<file path="src/rtl/digitel_pkg.sv">
// digitel_pkg: shared constants and types for the Digitel 2000 display scheduler.
//   NUM_DIGITS / DIG_W / IDX_W : display geometry (16 octal digits, 4-bit index)
//   ENABLE_RST                 : reset value of the per-digit enable mask
//   arb_state_t                : write-arbiter FSM states
//   grant_t                    : identity of the most recently granted requester
package digitel_pkg;
    localparam int NUM_DIGITS = 16;
    localparam int DIG_W      = 3;
    localparam int IDX_W      = 4;

    localparam logic [NUM_DIGITS-1:0] ENABLE_RST = 16'hFFFF;

    typedef enum logic {
        ARB_IDLE,
        ARB_ACK
    } arb_state_t;

    typedef enum logic {
        GRANT_A,
        GRANT_B
    } grant_t;
endpackage

</file>
<file path="src/rtl/digitel_display_scheduler_rr_arbiter2.sv">
// rr_arbiter2: two-way round-robin request/acknowledge arbiter.
//   clk, rst         : clock, synchronous active-high reset
//   req_a, req_b     : write requests (held until acknowledged)
//   grant_a, grant_b : combinational grant, asserted in the cycle the write commits
//   ack_a, ack_b     : registered one-cycle acknowledge, following the grant edge
// After every grant one ACK cycle ignores all requests, so the arbiter commits
// at most one write per two cycles.
module rr_arbiter2
    import digitel_pkg::*;
(
    input  logic clk,
    input  logic rst,
    input  logic req_a,
    input  logic req_b,
    output logic grant_a,
    output logic grant_b,
    output logic ack_a,
    output logic ack_b
);
    arb_state_t state, state_next;
    grant_t     last_grant, last_grant_next;

    always_ff @(posedge clk) begin
        if (rst) begin
            state      <= ARB_IDLE;
            last_grant <= GRANT_B;
            ack_a      <= '0;
            ack_b      <= '0;
        end else begin
            state      <= state_next;
            last_grant <= last_grant_next;
            ack_a      <= grant_a;
            ack_b      <= grant_b;
        end
    end

    always_comb begin
        state_next      = state;
        last_grant_next = last_grant;
        grant_a         = '0;
        grant_b         = '0;
        case (state)
            ARB_IDLE: begin
                if (req_a && req_b) begin
                    // Tie: favour whichever requester was not served last.
                    if (last_grant == GRANT_B) begin
                        grant_a = '1;
                    end else begin
                        grant_b = '1;
                    end
                end else begin
                    grant_a = req_a;
                    grant_b = req_b;
                end
                if (grant_a) begin
                    state_next      = ARB_ACK;
                    last_grant_next = GRANT_A;
                end else if (grant_b) begin
                    state_next      = ARB_ACK;
                    last_grant_next = GRANT_B;
                end
            end
            ARB_ACK: state_next = ARB_IDLE;
            default: state_next = ARB_IDLE;
        endcase
    end
endmodule

</file>
<file path="src/rtl/digitel_display_scheduler.sv">
// digitel_display_scheduler: frame buffer, scan timing and masking for the
// Digitel 2000 16x7-segment display.
//   CLK, RST                      : clock, synchronous active-high reset
//   wr_req/idx/dig/dp/ack_a       : sequencer write port (request/acknowledge)
//   wr_req/idx/dig/dp/ack_b       : UI write port (request/acknowledge)
//   cfg_we, cfg_enable, cfg_blink : load per-digit enable and blink masks
//   digits                        : packed octal digits, digit i at [3i+2:3i]
//   decimal_points                : per-digit decimal point
//   show_only_these               : effective visible-digit mask (registered)
//   refresh                       : toggles once per digit advance
//   frame_tick                    : one-cycle pulse when the scan wraps 15 -> 0
module digitel_display_scheduler
    import digitel_pkg::*;
#(
    parameter int REFRESH_DIV  = 65536,
    parameter int BLINK_FRAMES = 64
) (
    input  logic                        CLK,
    input  logic                        RST,
    input  logic                        wr_req_a,
    input  logic [IDX_W-1:0]            wr_idx_a,
    input  logic [DIG_W-1:0]            wr_dig_a,
    input  logic                        wr_dp_a,
    output logic                        wr_ack_a,
    input  logic                        wr_req_b,
    input  logic [IDX_W-1:0]            wr_idx_b,
    input  logic [DIG_W-1:0]            wr_dig_b,
    input  logic                        wr_dp_b,
    output logic                        wr_ack_b,
    input  logic                        cfg_we,
    input  logic [NUM_DIGITS-1:0]       cfg_enable,
    input  logic [NUM_DIGITS-1:0]       cfg_blink,
    output logic [NUM_DIGITS*DIG_W-1:0] digits,
    output logic [NUM_DIGITS-1:0]       decimal_points,
    output logic [NUM_DIGITS-1:0]       show_only_these,
    output logic                        refresh,
    output logic                        frame_tick
);
    localparam int PRE_W = $clog2(REFRESH_DIV);
    localparam int FRM_W = (BLINK_FRAMES > 1) ? $clog2(BLINK_FRAMES) : 1;
    localparam logic [PRE_W-1:0] PRE_LAST = PRE_W'(REFRESH_DIV - 1);
    localparam logic [FRM_W-1:0] FRM_LAST = FRM_W'(BLINK_FRAMES - 1);

    logic [PRE_W-1:0]                      prescaler;
    logic [IDX_W-1:0]                      scan_idx;
    logic [FRM_W-1:0]                      frame_cnt;
    logic                                  blink_phase;
    logic [NUM_DIGITS-1:0]                 enable;
    logic [NUM_DIGITS-1:0]                 blink;
    logic [NUM_DIGITS-1:0][DIG_W-1:0]      digit_buf;

    logic                                  pre_wrap;
    logic                                  scan_wrap;
    logic                                  grant_a;
    logic                                  grant_b;
    logic                                  wr_en;
    logic [IDX_W-1:0]                      wr_idx;
    logic [DIG_W-1:0]                      wr_dig;
    logic                                  wr_dp;

    rr_arbiter2 u_arb (
        .clk     (CLK),
        .rst     (RST),
        .req_a   (wr_req_a),
        .req_b   (wr_req_b),
        .grant_a (grant_a),
        .grant_b (grant_b),
        .ack_a   (wr_ack_a),
        .ack_b   (wr_ack_b)
    );

    always_comb begin
        pre_wrap  = (prescaler == PRE_LAST);
        scan_wrap = pre_wrap && (scan_idx == '1);
        wr_en     = grant_a | grant_b;
        wr_idx    = grant_a ? wr_idx_a : wr_idx_b;
        wr_dig    = grant_a ? wr_dig_a : wr_dig_b;
        wr_dp     = grant_a ? wr_dp_a  : wr_dp_b;
    end

    // Scan timing: prescaler drives refresh and the scan index that mirrors
    // the display driver's own digit counter.
    always_ff @(posedge CLK) begin
        if (RST) begin
            prescaler  <= '0;
            refresh    <= '0;
            scan_idx   <= '0;
            frame_tick <= '0;
        end else begin
            frame_tick <= scan_wrap;
            if (pre_wrap) begin
                prescaler <= '0;
                refresh   <= ~refresh;
                scan_idx  <= scan_idx + 1'b1;
            end else begin
                prescaler <= prescaler + 1'b1;
            end
        end
    end

    // Blink phase advances on the registered frame_tick pulse.
    always_ff @(posedge CLK) begin
        if (RST) begin
            frame_cnt   <= '0;
            blink_phase <= '0;
        end else if (frame_tick) begin
            if (frame_cnt == FRM_LAST) begin
                frame_cnt   <= '0;
                blink_phase <= ~blink_phase;
            end else begin
                frame_cnt <= frame_cnt + 1'b1;
            end
        end
    end

    always_ff @(posedge CLK) begin
        if (RST) begin
            enable          <= ENABLE_RST;
            blink           <= '0;
            show_only_these <= ENABLE_RST;
        end else begin
            if (cfg_we) begin
                enable <= cfg_enable;
                blink  <= cfg_blink;
            end
            show_only_these <= enable & ~(blink & {NUM_DIGITS{blink_phase}});
        end
    end

    always_ff @(posedge CLK) begin
        if (RST) begin
            digit_buf      <= '0;
            decimal_points <= '0;
        end else if (wr_en) begin
            digit_buf[wr_idx]      <= wr_dig;
            decimal_points[wr_idx] <= wr_dp;
        end
    end

    assign digits = digit_buf;
endmodule

</file>
<file path="config.mk">
export PLATFORM = sky130hd
export DESIGN_NAME = digitel_display_scheduler
export DESIGN_NICKNAME = d
export VERILOG_FILES = /design/src/rtl/digitel_pkg.sv /design/src/rtl/digitel_display_scheduler_rr_arbiter2.sv /design/src/rtl/digitel_display_scheduler.sv
export SDC_FILE = /design/constraint.sdc
export NUM_CORES = 1
export LEC_CHECK = 0
export ABC_AREA = 1
export BUFFER_PORTS_ARGS = -buffer_cell sky130_fd_sc_hd__buf_2
export CELL_PAD_IN_SITES_DETAIL_PLACEMENT = 0
export CELL_PAD_IN_SITES_GLOBAL_PLACEMENT = 1
export CORE_MARGIN = 2
export CORE_UTILIZATION = 38
export CTS_CLUSTER_DIAMETER = 60
export DETAILED_ROUTE_END_ITERATION = 10
export PLACE_DENSITY = 0.85
export SLEW_MARGIN = 20
export SYNTH_ARGS = -nofsm -noshare
export SYNTH_HDL_FRONTEND = slang
export SYNTH_SLANG_ARGS = --single-unit
</file>
<file path="constraint.sdc">
create_clock -name CLK -period 1.9 [get_ports CLK]
set_input_delay 0.38 -clock CLK [delete_from_list [all_inputs] [get_ports CLK]]
set_output_delay 0.38 -clock CLK [all_outputs]
set_load 0.005 [all_outputs]
</file>
* Yosys cells after proc, flatten, opt, wreduce, memory -nomap -nowiden
Index checks and enable logic that the tools add are counted.
** Word-level totals
- Input bits :: 53
- Register bits :: 145
** Cells by class
- Muxes and demuxes :: 23
- Equality and inequality tests :: 3
- Add/subtract/negate cells :: 3
- Reduce and logical (&&, ||, !) cells :: 7
- Bitwise logic cells :: 7
- $lt $le $gt $ge :: 2
** Operators with widths (count)
- bitwise mux 48 bit :: 1
- AND 16 bit :: 2
- adder 16 x 1 -> 16 bit, second input constant :: 1
- bitwise mux 16 bit :: 1
- equality test 16 bit, second input constant :: 1
- inverter 16 bit :: 1
- 2-to-1 mux 1 bit :: 14
- demux 3 bit (select 4 bit) :: 1
- adder 6 x 1 -> 6 bit, second input constant :: 1
- equality test 6 bit, second input constant :: 1
- 2-to-1 mux 3 bit :: 2
- 2-to-1 mux 6 bit :: 1
- less-than comparator 4 x 5 -> 1 bit, second input constant :: 1
- adder 4 x 1 -> 4 bit, second input constant :: 1
- demux 1 bit (select 4 bit) :: 1
- equality test 4 bit, second input constant :: 1
- >= comparator 4 x 1 -> 1 bit, second input constant :: 1
- 2-to-1 mux 4 bit :: 1
- AND reduction 2 bit :: 2
- logical AND 1 bit :: 3
- inverter 1 bit :: 3
- one-hot mux 1 bit (2 select lines) :: 1
- nonzero test 2 bit :: 1
- OR reduction 2 bit :: 1
- bitwise OR 1 bit :: 1

* Logic depth before layout (Yosys ltp)
Gate-level depths: netlist of run 1.
- Depth in word-level cells :: 10
- Depth in mapped cells :: 11

* Cells and area by module
From an unflattened synthesis of run 1, not the netlist that was laid out.
** Second synthesis, totals
- Cells, all modules :: 807
- Area total of the unflattened synthesis :: 5794.3 µm²
** By module, submodules not included
- digitel_display_scheduler :: area each 5632.9 µm², sequential area each 2822.7 µm², cells an instance 788, instances 1
- rr_arbiter2 :: area each 161.4 µm², sequential area each 80.1 µm², cells an instance 19, instances 1

* Least setup slack after synthesis of run 1
No wires, ideal clock.
- Kind :: input to register
- From :: input port wr_req_a
- To :: register decimal_points[12]
- Slack :: 0.355 ns
- Data arrival time :: 1.430 ns
- Data required time :: 1.785 ns
- Stages on the path :: 8
- Cell sequence :: buf_2 -> nand3_4 -> buf_6 -> o21ai_2 -> buf_4 -> nand3_1 -> nand2_1 -> nor2_1
** Between the ends
- Word-level cells in the longest chain between the ends :: 10
- Elaborated cells between the ends (all ways) :: 16
** RTL lines
- from (decl) :: line digitel_display_scheduler.sv:20 : input logic wr_req_a,
- logical AND 1 bit :: line digitel_display_scheduler_rr_arbiter2.sv:44 : if (req_a && req_b) begin
- 2-to-1 mux 1 bit :: line digitel_display_scheduler_rr_arbiter2.sv:44
- 2-to-1 mux 1 bit (2 in a row) :: line digitel_display_scheduler_rr_arbiter2.sv:42 : case (state)
- 2-to-1 mux 4 bit :: line digitel_display_scheduler.sv:76 : wr_idx = grant_a ? wr_idx_a : wr_idx_b;
- less-than comparator 4 x 5 -> 1 bit (implied by the code) / >= comparator 4 x 1 -> 1 bit (equally long branches) :: line digitel_display_scheduler.sv:136 : decimal_points[wr_idx] <= wr_dp;
- logical AND 1 bit (implied by the code) :: line digitel_display_scheduler.sv:136
- 2-to-1 mux 1 bit (implied by the code) :: line digitel_display_scheduler.sv:136
- demux 1 bit (select 4 bit) :: line digitel_display_scheduler.sv:136
- bitwise mux 16 bit :: line digitel_display_scheduler.sv:136
- to (signal, indexed assignment) :: line digitel_display_scheduler.sv:136
- to (decl) :: line digitel_display_scheduler.sv:34 : output logic [NUM_DIGITS-1:0] decimal_points,
Parallel ways exist; a longest one is shown, timed or not. The select of a mux whose other input is x is not followed.
A chain may end at the register's enable or synchronous reset.

* Final worst setup path of run 1
- From :: register prescaler[0]
- To :: register scan_idx[3]
** Between the ends
- Word-level cells in the longest chain between the ends :: 1
** RTL lines
- from (decl) :: line digitel_display_scheduler.sv:44 : logic [PRE_W-1:0] prescaler;
- from (signal assigned) :: line digitel_display_scheduler.sv:96 : prescaler <= prescaler + 1'b1;
- equality test 16 bit :: line digitel_display_scheduler.sv:73 : pre_wrap = (prescaler == PRE_LAST);
- to (signal assigned) :: line digitel_display_scheduler.sv:94 : scan_idx <= scan_idx + 1'b1;
- to (decl) :: line digitel_display_scheduler.sv:45 : logic [IDX_W-1:0] scan_idx;
Every way passes these cells.

==> impl_results.md, run 1 <==
* Die width at approximately 130 um
* Register area at 0.00290 mm^2
* Grt ovf at 0
* Mapped Cells at ~800
* Number of remaining DRC errors at 0
* Core Footprint at 0.0151 mm^2
* Largest net degree at the start of global routing at 42
* Top cells by count, synth: 184 x nand2_1, 166 x nor2_1, 145 x dfxtp_1, 95 x nand3_1, 46 x inv_1
* Switching share of power at 23.9%
* Total negative slack at 0 ns
* IO Pins at around 140
* Period utilization at about 90%
* Worst reg-to-reg path cell count at 10
* Critical Path RT at roughly 2.2 ns
* Crit path depth at 10
* Unique masters post-synth at 27
* Sequential Power Share at between 40% and 50%
* Post-synthesis register bit count at ~150
* RD Place Congestion at around 0.78
* Slew margin rel. at 67.6%
* Run status: finished, final reports clean
* Power Density at 1040 mW/mm^2
* CP max stage delay at 0.36 ns
* Transition time of the tightest slew-check pin at 0.485 ns
* Crit. End Element: register
* Vias per inst at between 4 and 5
* Yosys warnings at 0
* Vias in the first global route at a little under 5000
* Worst-Skew Late Latency at between 0.4 and 0.5 ns
* Post-detailed-route count of antenna-violating nets at 0
* Switching pwr at approximately 0.0019 W
* Count of nets after finishing at between 900 and 1000
* Hold WC Path Type: input port to register
* Die height at 128 um
* Crit path max-delay family: simple AND/OR/NAND/NOR gates
* Hold_ws at around 0.16 ns
* Rows at 45
* H-tree depth at 4
* Layout cells sized above 1 at between 20% and 30%
* Starting Density at about two fifths
* Comb power frac at approximately a tenth
* Clk slew on worst S/H paths at 0.06 ns
* First-pass GRT wire length at 23.8 mm
* Hold Path Depth at 3
* Final wirelength at between 10 and 15 mm
* Syn Std Cell Area at roughly 0.0059 mm^2
* Cts hold-fix bufs at 0
* Synth area leaders: dfxtp_1 49%, nand2_1 12%, nor2_1 11%
* Footprint of the multi-input gates at 0.00260 mm^2
* P&R area growth vs syn at 28.0%
* Worst path slowest cell: dfxtp_1
* Count of pins over their slew limit at 0
* Final setup viols at 0
* Worst Path Buf+Inv at 3
* Initial antenna violation count at 2
* Total CTS buffers at 17
* WL per Instance at roughly 13 um
* Vias at 5267
* Iter 0 DRT Violations at approximately 310
* Fill cells at 1569
* Crit path top cell by count: nand2_1
* # Max-Cap Violations at 0
* Hpwl dp at approximately 10 mm
* Startpoint types: register
* Peak VDD IR at roughly 0.69 mV
* Net Count, Synth at roughly 850
* Min Tclk post-route at about 1.7 ns
* Clock tree buffer depth at 2
* Post-synth top area share at between 40% and 50%
* CTS tree: built
* RSZ-0062 raised after global routing: no
* Number of I/O port buffers at 136
* Post-synthesis sequential area ratio at between 40% and 50%
* Post-synth ARST share at 0%
* Syn Area/Cell at 7.35 um^2
* Crit Path Class: register to register
* Setup Skew at ~0.0054 ns
* Worst Path Max Fanout at 6
* DRT Pass-1 Iters at 4
* Max Fclk at 600 MHz
* Clk sinks at around 150
* Synth Flop Type: dfxtp_1
* CTS root buf: clkbuf_16
* Leak at 3.50 nW
* GRT Overall Usage at 18.4%
* Post-synth EDFFs at 0
* Crit path cell chain: ha_1, nand2_1, inv_1, nand2_1, or2_2, nor2_4, buf_4, inv_1, nand2_1, a21oi_1
* Fin. Hold Viols at 0
* Full die area at roughly 0.016 mm^2
* Arrival time worst endpoint at 1.96 ns
* Most frequent cell after synthesis: nand2_1
* Clock group share of total power at between 40% and 50%
* Post-synth top area cell: dfxtp_1
* Power Internal at between 0.005 and 0.006 W
## final timing paths
| path | start | to | slack, ns |
|---|---|---|---|
| setup / recovery | prescaler[0]$_SDFF_PP0_ | scan_idx[3]$_SDFFE_PP0P_ | 0.23 |
| hold / removal | cfg_enable[12] | enable[12]$_SDFFE_PP1P_ | 0.16 |
| hold reg to reg | enable[13]$_SDFFE_PP1P_ | show_only_these[13]$_SDFF_PP1_ | 0.45 |
| setup reg to reg | prescaler[0]$_SDFF_PP0_ | scan_idx[3]$_SDFFE_PP0P_ | 0.23 |
## routing by layer
metal	global-route usage [%]	routed length, um	share of wire [%]	vias up
met4	6.40	197	1.4	2
li1	-	-	-	2812
met2	31.1	7060	49	112
met5	0	7	0.048	-
met3	5.34	826	5.7	16
met1	22.4	6370	44	2325
## cell usage in the layout, fill, tap and decap left out, drive strengths merged
| cell | synthesis | final |
|---|---|---|
| nor2 | 176 | 176 |
| o21ai | 33 | 33 |
| nand2 | 189 | 189 |
| nor3b | 2 | 2 |
| clkinv | 0 | 6 |
| dfxtp | 145 | 145 |
| or2 | 4 | 4 |
| xor2 | 10 | 10 |
| a21oi | 37 | 37 |
| diode | 0 | 1 |
| nor3 | 6 | 6 |
| nand4 | 8 | 8 |
| buf | 21 | 154 |
| nand3 | 96 | 96 |
| inv | 51 | 52 |
| bufinv | 0 | 6 |
| ha | 3 | 3 |
| clkbuf | 15 | 17 |
| clkinvlp | 0 | 2 |
| xnor2 | 2 | 2 |
## power groups by stage
stage | clock network (W) | registers, W | logic (W)
final | 0.00382 | 0.00321 | 0.000741
after global routing | 0.00402 | 0.00322 | 0.000844
after CTS | 0.00390 | 0.00321 | 0.000748
after detailed placement | 0 | 0.00328 | 0.000745
after global placement | 0 | 0.00328 | 0.000741
after floorplan | 0 | 0.00328 | 0.000464
## final cells by class
class | instances | area share, %
sequential | 145 | 38.7
multi-input combinational | 566 | 34.6
timing repair buffer | 154 | 11.9
clock buffer | 17 | 5.67
clock inverter | 15 | 3.42
tap | 188 | 3.13
inverter | 51 | 2.57
antenna | 1 | 0.0333
## sequential cells by signal (all words and copies together) (netlist names), 4 cells and up
signal           cells
blink               16
decimal_points      16
digits              48
enable              16
frame_cnt            6
prescaler           16
scan_idx             4
show_only_these     16
## stage by stage
step / cell area (um^2) / cells / total power [W] / util (%) / worst slack (ns)
finish: 7500 / 1137 / 0.00777 / 49.5 / 0.234
global route: 7500 / 1137 / 0.00809 / 49.5 / 0.0506
CTS: 7500 / 1136 / 0.00786 / 49.5 / 0.135
detailed placement: 6820 / 1104 / 0.00402 / 45.0 / 0.144
global placement: 6820 / 1104 / 0.00402 / 45.0 / 0.144
floorplan: 5860 / 798 / 0.00374 / - / 0.355
## tightest hold or removal path: stages
cell	delay (ns)
buf_2	0.07
nand2_1	0.04
nand3_1	0.06
## logic make-up after synthesis
logic type | Yosys count | share of synthesized area, %
compound gates | 70 | 6.61
flops | 145 | 49.5
buf+inv | 87 | 6.23
fa+ha+maj | 3 | 0.640
xor+xnor | 12 | 1.79
simple gates | 481 | 35.2
## repair_timing
action                                  CTS  global route
endpoints found under the setup margin    0             3
gates resized for setup                   0             1
hold endpoints to repair                  0             0
setup buffers                             0             0
(Power assumes the default switching activity.)
==> run 2, diff against run 1 <==
--- a/config.mk
+++ b/config.mk
@@ -10,10 +10,10 @@
 export CELL_PAD_IN_SITES_DETAIL_PLACEMENT = 0
 export CELL_PAD_IN_SITES_GLOBAL_PLACEMENT = 1
 export CORE_MARGIN = 2
-export CORE_UTILIZATION = 38
+export CORE_UTILIZATION = 41
 export CTS_CLUSTER_DIAMETER = 60
 export DETAILED_ROUTE_END_ITERATION = 10
-export PLACE_DENSITY = 0.85
+export PLACE_DENSITY = 0.9
 export SLEW_MARGIN = 20
 export SYNTH_ARGS = -nofsm -noshare
 export SYNTH_HDL_FRONTEND = slang
==> constraint.sdc (replaced) <==
create_clock -name CLK -period 2.1 [get_ports CLK]
set_input_delay 0.42 -clock CLK [delete_from_list [all_inputs] [get_ports CLK]]
set_output_delay 0.42 -clock CLK [all_outputs]
set_load 0.005 [all_outputs]
==> impl_results.md, run 2 (synthesis gave the netlist of run 1 again) <==
* Count of nets after finishing at 987 (was 991)
* Crit Path Class: register to register (unchanged)
* Crit path cell chain: inv_2, nand2_4, nand3_4, o21ai_2, nand2_1, nor2_1, nor2_1, nor2_1 (was ha_1, nand2_1, inv_1, nand2_1, or2_2, nor2_4, buf_4, inv_1, nand2_1, a21oi_1)
* Grt ovf at 0 (unchanged)
* CTS root buf: clkbuf_16 (unchanged)
* Setup Fix Bufs, Post-CTS at 0 (unchanged)
* Pwr Total at 0.00658 W (was 0.00777 W)
* Hpwl dp at 9.77 mm (was 10.2 mm)
* Final design utilization at 52.8% (was 49.5%)
* CTS tree: built (unchanged)
* Max reg flops at 48 (unchanged)
* Clk sinks at 145 (unchanged)
* CP max stage delay at 0.36 ns (about the same)
* Peak VDD IR at 0.536 mV (was 0.694 mV)
* First-pass GRT wire length at 23.0 mm (was 23.8 mm)
* # Max-Cap Violations at 0 (unchanged)
* Post-detailed-route count of antenna-violating nets at 0 (unchanged)
* Max Fclk at 566 MHz (was 600 MHz)
* Slew margin rel. at 67.4% (was 67.6%)
* Layout cells sized above 1 at 22.4% (was 23.0%)
* Core Footprint at 0.0139 mm^2 (was 0.0151 mm^2)
* Startpoint types: register (unchanged)
* Final Worst Setup Slack at 0.334 ns (was 0.234 ns)
* Switching share of power at 24.8% (was 23.9%)
* Largest net degree at the start of global routing at 92 (was 42)
* Number of I/O port buffers at 136 (unchanged)
* Min Tclk post-route at 1.77 ns (was 1.67 ns)
* Transition time of the tightest slew-check pin at 0.487 ns (was 0.485 ns)
* Power Internal at 0.00495 W (was 0.00591 W)
* Hold WC Path Type: input port to register (unchanged)
* H-tree depth at 4 (unchanged)
* Worst path slowest cell: dfxtp_1 (unchanged)
* Most frequent cells in the layout: 184 x nand2_1, 166 x nor2_1, 145 x dfxtp_1, 136 x buf_2, 95 x nand3_1 (was 184 x nand2_1, 165 x nor2_1, 145 x dfxtp_1, 136 x buf_2, 95 x nand3_1)
* RSZ-0062 raised after global routing: no (unchanged)
* Initial antenna violation count at 0 (was 2)
* Power Density at 895 mW/mm^2 (was 1040 mW/mm^2)
* Clock group share of total power at 45.9% (was 49.1%)
* Fin. Hold Viols at 0 (unchanged)
* Cts hold-fix bufs at 0 (unchanged)
* Final wirelength at 14.1 mm (was 14.5 mm)
* Post_cts resized at 0 (unchanged)
* Count of pins over their slew limit at 0 (unchanged)
* GRT Overall Usage at 19.4% (was 18.4%)
* Die width at 124 um (was 128 um)
* Iter 0 DRT Violations at 415 (was 306)
* IO Pins at 137 (unchanged)
* Final Non-Filler Cells at 1125 (was 1137)
* Arrival time worst endpoint at 2.12 ns (was 1.96 ns)
* DRT Pass-1 Iters at 5 (was 4)
* Most common cell after layout, fill and taps aside: nand2_1 (unchanged)
* Starting Density at 42.1% (was 38.7%)
* Inst Count DP at 1092 (was 1104)
* Run status: finished, final reports clean (unchanged)
* Number of remaining DRC errors at 0 (unchanged)
* Total CTS buffers at 17 (unchanged)
* Critical Path RT at 2.45 ns (was 2.20 ns)
* P&R area growth vs syn at 25.4% (was 28.0%)
* Fill cells at 1390 (was 1569)
* Setup Skew at 0.00782 ns (was 0.00539 ns)
* Vias at 5271 (was 5267)
* Vias per inst at 4.69 (was 4.63)
* Leak at 3.44 nW (was 3.50 nW)
* Die height at 124 um (was 128 um)
* Sequential Power Share at 44.2% (was 41.3%)
* Period utilization at 84.1% (was 87.7%)
* Worst-Skew Late Latency at 0.43 ns (was 0.42 ns)
* Total negative slack at 0 ns (unchanged)
* Crit path top cell by count: nor2_1 (was nand2_1)
* Worst Path Max Fanout at 19 (was 6)
* Clk slew on worst S/H paths at 0.06 ns (about the same)
* Full die area at 0.0153 mm^2 (was 0.0164 mm^2)
* Switching pwr at 0.00163 W (was 0.00186 W)
* RD Place Congestion at 0.818 (was 0.782)
* Rows at 43 (was 45)
* Comb power frac at 9.9% (was 9.5%)
* Worst slack at placement at 0.184 ns (was 0.144 ns)
* Crit. End Element: register (unchanged)
* WL per Instance at 12.5 um (was 12.7 um)
* Clock tree buffer depth at 2 (unchanged)
* Final setup viols at 0 (unchanged)
* Vias in the first global route at 4738 (was 4905)
==> run 2: per-layer routing <==
metal | global-route usage (%) | part of all wire [%]
met1 | 25.1 | 46
met2 | 30.5 | 46
met3 | 4.99 | 6.2
met4 | 8.52 | 1.8
met5 | 0 | 0
==> run 2: metrics by stage <==
stage          hold WS [ns]  area [um^2]
2_1_floorplan         0.418         5860
3_3_place_gp          0.425         6750
3_5_place_dp          0.432         6750
4_1_cts               0.185         7350
5_1_grt               0.203         7350
6_report              0.202         7350
==> run 2: power groups by stage <==
stage          clock [W]  sequential, W  combinational (W)
3_5_place_dp           0        0.00297           0.000657
4_1_cts          0.00309        0.00291           0.000660
2_1_floorplan          0        0.00296           0.000420
5_1_grt          0.00323        0.00292           0.000739
6_report         0.00302        0.00291           0.000654
3_3_place_gp           0        0.00297           0.000653
==> run 2: path summary, 6_finish.rpt <==
kind,startpoint,to,slack [ns],cells after the start
max,u_arb.last_grant$_SDFFE_PP1P_,decimal_points[9]$_SDFFE_PP0P_,0.33,8
min,cfg_enable[10],enable[10]$_SDFFE_PP1P_,0.20,3
max reg2reg,u_arb.last_grant$_SDFFE_PP1P_,decimal_points[9]$_SDFFE_PP0P_,0.33,8
min reg2reg,enable[10]$_SDFFE_PP1P_,show_only_these[10]$_SDFF_PP1_,0.44,2
==> run 2: area by class of cell <==
type / instances / area, um^2 / area share [%]
inverter: 51 / 191 / 2.60
tap: 180 / 225 / 3.06
clock buffer: 22 / 474 / 6.45
sequential: 145 / 2900 / 39.5
timing repair buffer: 150 / 836 / 11.4
antenna: 1 / 2.50 / 0.0340
clock inverter: 10 / 126 / 1.72
multi-input combinational: 566 / 2600 / 35.3
==> run 2: critical path: cells and delay by family (launching register included) <==
| family | cells | cell delay [ns] |
|---|---|---|
| buf+inv | 1 | 0.06 |
| simple gates | 6 | 0.98 |
| compound gates | 1 | 0.30 |
| flops | 1 | 0.36 |
